[config.mk]
export PLATFORM = sky130hd
export DESIGN_NAME = serial_frame_receiver_flat
export DESIGN_NICKNAME = d
export VERILOG_FILES = /design/src/rtl/serial_frame_receiver_pkg.sv /design/src/rtl/serial_frame_receiver_if.sv /design/src/rtl/sync_edge_detect.sv /design/src/rtl/serial_frame_receiver.sv /design/src/flat_wrapper.sv
export SDC_FILE = /design/constraint.sdc
export NUM_CORES = 1
export LEC_CHECK = 0
export CAP_MARGIN = 10
export CORE_AREA = 2 2 63 65
export CTS_BUF_LIST = sky130_fd_sc_hd__clkbuf_8
export CTS_CLUSTER_DIAMETER = 100
export DETAILED_ROUTE_END_ITERATION = 12
export DIE_AREA = 0 0 65 67
export GPL_TIMING_DRIVEN = 1
export HOLD_SLACK_MARGIN = 0.02
export PLACE_DENSITY = 0.58
export SLEW_MARGIN = 15
export SYNTH_ARGS = -nofsm -noshare
export SYNTH_HDL_FRONTEND = slang
export SYNTH_SLANG_ARGS = --single-unit
[constraint.sdc]
create_clock -name clock -period 2.75 [get_ports clock]
set_input_delay 0.275 -clock clock [delete_from_list [all_inputs] [get_ports clock]]
set_output_delay 0.275 -clock clock [all_outputs]
set_load 0.02 [all_outputs]
[src/rtl/serial_frame_receiver_pkg.sv]
// Shared definitions for the two-wire serial frame link (sender, receiver and their benches).
package serial_frame_receiver_pkg;

  localparam int DEFAULT_WIDTH          = 8;
  localparam int DEFAULT_TIMEOUT_CYCLES = 64;
  localparam int DEFAULT_SYNC_STAGES    = 2;

  typedef enum logic {
    IDLE  = 1'b0,
    SHIFT = 1'b1
  } rxStateT;

endpackage

[src/rtl/serial_frame_receiver_if.sv]
// Consumer-side bundle of the frame receiver: holding-buffer handshake and error reporting.
interface serial_frame_receiver_if
  import serial_frame_receiver_pkg::*;
#(
  parameter int WIDTH = DEFAULT_WIDTH
);

  logic [WIDTH-1:0] dataOut;
  logic             dataValid;
  logic             dataAccept;
  logic             overrun;
  logic             frameError;
  logic             clearErrors;

  modport master (
    output dataOut,
    output dataValid,
    output overrun,
    output frameError,
    input  dataAccept,
    input  clearErrors
  );

  modport slave (
    input  dataOut,
    input  dataValid,
    input  overrun,
    input  frameError,
    output dataAccept,
    output clearErrors
  );

endinterface

[src/rtl/sync_edge_detect.sv]
// Resynchronises serialClock/serialData into the local domain and flags serialClock rising edges
// together with the data bit captured through the same synchroniser depth.
module sync_edge_detect #(
  parameter int SYNC_STAGES = 2
) (
  input  logic clock,
  input  logic reset,
  input  logic serialClock,
  input  logic serialData,
  output logic risingEdge,
  output logic dataBit
);

  logic [SYNC_STAGES-1:0] clkSync;
  logic [SYNC_STAGES-1:0] dataSync;
  logic                   prevClk;

  // NOTE: sequential state uses non-blocking assignments so every stage samples the
  // previous stage's old value; blocking here would collapse the chain into one flop.
  always_ff @(posedge clock or posedge reset) begin
    if (reset) begin
      clkSync  <= '0;
      dataSync <= '0;
      prevClk  <= 1'b0;
    end else begin
      clkSync  <= {clkSync[SYNC_STAGES-2:0], serialClock};
      dataSync <= {dataSync[SYNC_STAGES-2:0], serialData};
      prevClk  <= clkSync[SYNC_STAGES-1];
    end
  end

  assign risingEdge = clkSync[SYNC_STAGES-1] & ~prevClk;
  assign dataBit    = dataSync[SYNC_STAGES-1];

endmodule

[src/rtl/serial_frame_receiver.sv]
// Receiving end of the serialClock/serialData link: shifts in MSB-first frames and hands them
// to the consumer through a one-entry holding buffer with overrun and timeout reporting.
module serial_frame_receiver
  import serial_frame_receiver_pkg::*;
#(
  parameter int WIDTH          = DEFAULT_WIDTH,
  parameter int TIMEOUT_CYCLES = DEFAULT_TIMEOUT_CYCLES,
  parameter int SYNC_STAGES    = DEFAULT_SYNC_STAGES
) (
  input  logic                     clock,
  input  logic                     reset,
  input  logic                     serialClock,
  input  logic                     serialData,
  serial_frame_receiver_if.master  frameBus
);

  localparam int COUNT_W = $clog2(WIDTH + 1);
  localparam int TIMER_W = $clog2(TIMEOUT_CYCLES);
  localparam logic [COUNT_W-1:0] COUNT_LAST = COUNT_W'(WIDTH - 1);
  localparam logic [TIMER_W-1:0] TIMER_LAST = TIMER_W'(TIMEOUT_CYCLES - 1);

  logic risingEdge;
  logic dataBit;

  sync_edge_detect #(
    .SYNC_STAGES(SYNC_STAGES)
  ) syncEdge (
    .clock      (clock),
    .reset      (reset),
    .serialClock(serialClock),
    .serialData (serialData),
    .risingEdge (risingEdge),
    .dataBit    (dataBit)
  );

  rxStateT            state,    nextState;
  logic [WIDTH-1:0]   shiftReg, nextShift;
  logic [COUNT_W-1:0] bitCount, nextCount;
  logic [TIMER_W-1:0] timer,    nextTimer;
  logic               frameDone, nextDone;
  logic               frameErrorReg, nextError;

  always_ff @(posedge clock or posedge reset) begin
    if (reset) begin
      state         <= IDLE;
      shiftReg      <= '0;
      bitCount      <= '0;
      timer         <= '0;
      frameDone     <= 1'b0;
      frameErrorReg <= 1'b0;
    end else begin
      state         <= nextState;
      shiftReg      <= nextShift;
      bitCount      <= nextCount;
      timer         <= nextTimer;
      frameDone     <= nextDone;
      frameErrorReg <= nextError;
    end
  end

  always_comb begin
    // NOTE: every output of this block is defaulted before the case so no path
    // leaves a signal unassigned, which would otherwise infer a latch.
    nextState = state;
    nextShift = shiftReg;
    nextCount = bitCount;
    nextTimer = timer;
    nextDone  = 1'b0;
    nextError = 1'b0;

    case (state)
      IDLE: begin
        nextTimer = '0;
        if (risingEdge) begin
          nextShift = {shiftReg[WIDTH-2:0], dataBit};
          nextCount = COUNT_W'(1);
          nextState = SHIFT;
        end
      end

      SHIFT: begin
        // An edge arriving in the timeout cycle is still taken as a data bit.
        if (risingEdge) begin
          nextShift = {shiftReg[WIDTH-2:0], dataBit};
          nextTimer = '0;
          if (bitCount == COUNT_LAST) begin
            nextDone  = 1'b1;
            nextCount = '0;
            nextState = IDLE;
          end else begin
            nextCount = bitCount + COUNT_W'(1);
          end
        end else if (timer == TIMER_LAST) begin
          nextError = 1'b1;
          nextShift = '0;
          nextCount = '0;
          nextTimer = '0;
          nextState = IDLE;
        end else begin
          nextTimer = timer + TIMER_W'(1);
        end
      end

      default: nextState = IDLE;
    endcase
  end

  logic [WIDTH-1:0] dataOutReg;
  logic             dataValidReg;
  logic             overrunReg;

  // Holding buffer: a completed frame loads when the slot is empty or being emptied this cycle.
  always_ff @(posedge clock or posedge reset) begin
    if (reset) begin
      dataOutReg   <= '0;
      dataValidReg <= 1'b0;
      overrunReg   <= 1'b0;
    end else begin
      if (frameDone && (!dataValidReg || frameBus.dataAccept)) begin
        dataOutReg   <= shiftReg;
        dataValidReg <= 1'b1;
      end else if (dataValidReg && frameBus.dataAccept) begin
        dataValidReg <= 1'b0;
      end

      if (frameDone && dataValidReg && !frameBus.dataAccept) begin
        overrunReg <= 1'b1;
      end else if (frameBus.clearErrors) begin
        overrunReg <= 1'b0;
      end
    end
  end

  assign frameBus.dataOut    = dataOutReg;
  assign frameBus.dataValid  = dataValidReg;
  assign frameBus.overrun    = overrunReg;
  assign frameBus.frameError = frameErrorReg;

endmodule

[src/flat_wrapper.sv]
// flat-port wrapper written by rule: the top's interface ports become plain ports
module serial_frame_receiver_flat import serial_frame_receiver_pkg::*;
#(
  parameter int WIDTH          = DEFAULT_WIDTH,
  parameter int TIMEOUT_CYCLES = DEFAULT_TIMEOUT_CYCLES,
  parameter int SYNC_STAGES    = DEFAULT_SYNC_STAGES
)
  (clock, reset, serialClock, serialData, frameBus_dataOut, frameBus_dataValid, frameBus_overrun, frameBus_frameError, frameBus_dataAccept, frameBus_clearErrors);
  serial_frame_receiver_if #(.WIDTH(WIDTH)) frameBus_i ();
  input  logic clock;
  input  logic reset;
  input  logic serialClock;
  input  logic serialData;
  output wire logic [$bits(frameBus_i.dataOut)-1:0] frameBus_dataOut;
  output wire logic [$bits(frameBus_i.dataValid)-1:0] frameBus_dataValid;
  output wire logic [$bits(frameBus_i.overrun)-1:0] frameBus_overrun;
  output wire logic [$bits(frameBus_i.frameError)-1:0] frameBus_frameError;
  input wire logic [$bits(frameBus_i.dataAccept)-1:0] frameBus_dataAccept;
  input wire logic [$bits(frameBus_i.clearErrors)-1:0] frameBus_clearErrors;
  assign frameBus_dataOut = frameBus_i.dataOut;
  assign frameBus_dataValid = frameBus_i.dataValid;
  assign frameBus_overrun = frameBus_i.overrun;
  assign frameBus_frameError = frameBus_i.frameError;
  assign frameBus_i.dataAccept = frameBus_dataAccept;
  assign frameBus_i.clearErrors = frameBus_clearErrors;
  serial_frame_receiver #(.WIDTH(WIDTH), .TIMEOUT_CYCLES(TIMEOUT_CYCLES), .SYNC_STAGES(SYNC_STAGES)) u_core (.clock(clock), .reset(reset), .serialClock(serialClock), .serialData(serialData), .frameBus(frameBus_i));
endmodule
==> metrics <==
status finished, final reports clean; critical path class register to output pin; Layout area overhead 20.6%; most frequent cells in the layout dfrtp_1, nand2_1, clkdlybuf4s50_1, o21ai_0, mux2_2; Worst path slowest cell clkdlybuf4s50_1; hold_buf cts 0; vias approximately 900; Post-Synthesis Cells around 120; I/O pins 17; Reg2Reg Setup Slack 1.28 ns; Seq cells post-synth 36; CTS tree built; Final Critical Period 1.53 ns; Die Ht 67 um; Max FO, Critical Path 2; final core occ 47.2%; Starting Density between 30 and 40%; hpwl dp approximately 1.6 mm; Critical Path End Type output pin; Mapped Area 1410 um2; Worst Max-Slew Pin Slew around 0.62 ns; crit-path cells clkdlybuf4s50_1; static leakage ~0.78 nW; Cell Pwr Density 681 nW/um2; Max IR drop VDD between 0.3 and 0.4 mV; register area between 900 and 1000 um2; clk slew on worst S/H paths ~0.06 ns; crit share post-route a little under three fifths; Hold Path Cell Cnt 0; GP Congestion approximately 0.72; Hold Crit Class register to register; CP Buf/Inv Count 1; post-synth cell types 24; postcts setup bufs 0; DRC 0; chip width ~65 um; initial antenna violation count 0; Resized cells post-CTS 0; first-pass detailed-route iteration total 4; Slew headroom about three fifths; pre-CTS setup slack 1.13 ns; Max Slew Vio Count 0; Final Worst Setup Slack 1.22 ns; Root Buffer Master clkbuf_8; Achievable Freq 655 MHz; share of layout cells above drive strength 1 a little under an eighth; DR vias/cell around 4.8; Worst R2R Path Depth 4; commonest non-fill, non-tap cell in the layout dfrtp_1; maximum clock insertion buffer count 2; Net Count, Synth 130; # diodes 0; CTS Sinks 36; CTS H-tree lvls 2; GR Util All Layers 12.5%; Fin. Hold Viols 0; first-pass GRT wire length 3.94 mm; Multi-input gate area approximately 470 um2; FILL cells ~340; max incr delay on CP slightly above 0.6 ns; antenna-violating nets left 0; CP required about 2.5 ns; Worst setup SP type register; IO Port Bufs 16; Max Cap Violations 0; R2R Path Start u_core.timer[0]$_DFF_PP0_; WHS Endpoint u_core.syncEdge.dataSync[1]$_DFF_PP0_; CP arrival around 1.3 ns; Cell Rows 22; wire per inst around 12 um; register area share after synthesis 63.8%; Final nets 151; Yosys warnings 0; setup TNS 0 ns; crit-path leading delay family buffers and inverters; die area roughly 4400 um2; final setup vio count 0; worst reg2reg endpoint u_core.shiftReg[3]$_DFFE_PP0P_; Inserted Clock Buffers 5; Syn Area/Cell 11.6 um2; clock latency at the later pin of the worst-skew pair 0.28 ns; vias in the first global route roughly 900; unrepaired setup endpoints after global routing false; final wirelength between 2 and 2.5 mm; largest net degree at the start of global routing 37; gr ovfl total 0; initial DRC count 11; hold_sp u_core.syncEdge.dataSync[0]$_DFF_PP0_; Clock Skew 0.00208 ns; Core ar. around 3600 um2
-- report_power, final --
group	internal, mW	leakage [nW]	switching (mW)
clock network	0.168	0.0452	0.169
registers	0.595	0.474	0.0516
logic	0.0895	0.258	0.0847
-- registers in the layout, summed over array words and instances, names as in the netlist --
register and count:
u_core.frameBus.overrun 1, u_core.timer 6, u_core.syncEdge.clkSync 2, u_core.bitCount 4, u_core.syncEdge.prevClk 1, u_core.frameDone 1
u_core.syncEdge.dataSync 2, u_core.frameBus.frameError 1, u_core.frameBus.dataOut 8, u_core.shiftReg 8, u_core.frameBus.dataValid 1, u_core.state 1
-- through the flow --
stage / hold WS, ns / total power, mW / std cells / area, um2
3_3_place_gp: 0.335 / 0.825 / 184 / 1620
4_1_cts: 0.351 / 1.17 / 191 / 1700
3_5_place_dp: 0.336 / 0.835 / 184 / 1620
2_1_floorplan: 0.306 / 0.764 / 122 / 1410
5_1_grt: 0.354 / 1.24 / 191 / 1700
6_report: 0.350 / 1.16 / 191 / 1700
-- cells in the mapped netlist (all sizes together) --
cell type,count,area [um2]
dfrtp,36,901
nand2,22,82.6
o21ai,11,55.1
mux2,9,101
nor2,8,30.0
inv,6,22.5
a32o,3,30.0
nand2b,3,18.8
nand3,3,15.0
xor2,3,26.3
clkbuf,2,7.51
ha,2,25.0
nor3,2,10.0
o22ai,2,12.5
a21oi,1,5.00
a31oi,1,6.26
buf,1,7.51
nand3b,1,7.51
nand4,1,12.5
nor2b,1,6.26
o211ai,1,7.51
or2,1,6.26
or3,1,6.26
xnor2,1,8.76
-- worst max path at each step --
stage,startpoint,to,slack [ns],cells after the start
after floorplan,u_core.timer[0]$_DFF_PP0_,u_core.bitCount[2]$_DFFE_PP0P_,1.42,4
after global placement,frameBus_dataAccept,u_core.frameBus.dataOut[2]$_DFFE_PP0P_,1.16,4
after detailed placement,frameBus_dataAccept,u_core.frameBus.dataOut[2]$_DFFE_PP0P_,1.13,4
after CTS,u_core.frameBus.dataOut[0]$_DFFE_PP0P_,frameBus_dataOut[0],1.20,1
after global routing,u_core.timer[0]$_DFF_PP0_,u_core.shiftReg[1]$_DFFE_PP0P_,1.11,4
final,u_core.frameBus.dataOut[0]$_DFFE_PP0P_,frameBus_dataOut[0],1.22,1
-- final cells by class --
cell class | instances | area share [%]
tap | 48 | 3.53
multi-input combinational | 77 | 27.8
timing repair buffer | 17 | 9.85
sequential | 36 | 52.9
clock buffer | 5 | 4.04
inverter | 6 | 1.32
clock inverter | 2 | 0.515
-- cells by family (layout without fill, tap and decap cells) --
family	count (synthesis)	after routing	synth area share, %
AO/OA/AOI/OAI	19	19	8.24
XOR/XNOR	4	4	2.48
adder cells (fa/ha/maj)	2	2	1.77
buffers and inverters	9	30	2.66
flip-flops	36	36	63.8
multiplexers	9	9	7.18
AND/OR/NAND/NOR	43	43	13.8
-- layer usage --
layer	vias to the layer above	wire (um)	track usage [%]	share of wire, %
met2	16	1070	20.6	48
met4	0	36	4.79	1.6
li1	452	-	-	-
met3	5	111	6.08	5.0
met1	440	1030	14.0	46
met5	-	0	0	0
(Power assumes the default switching activity.)
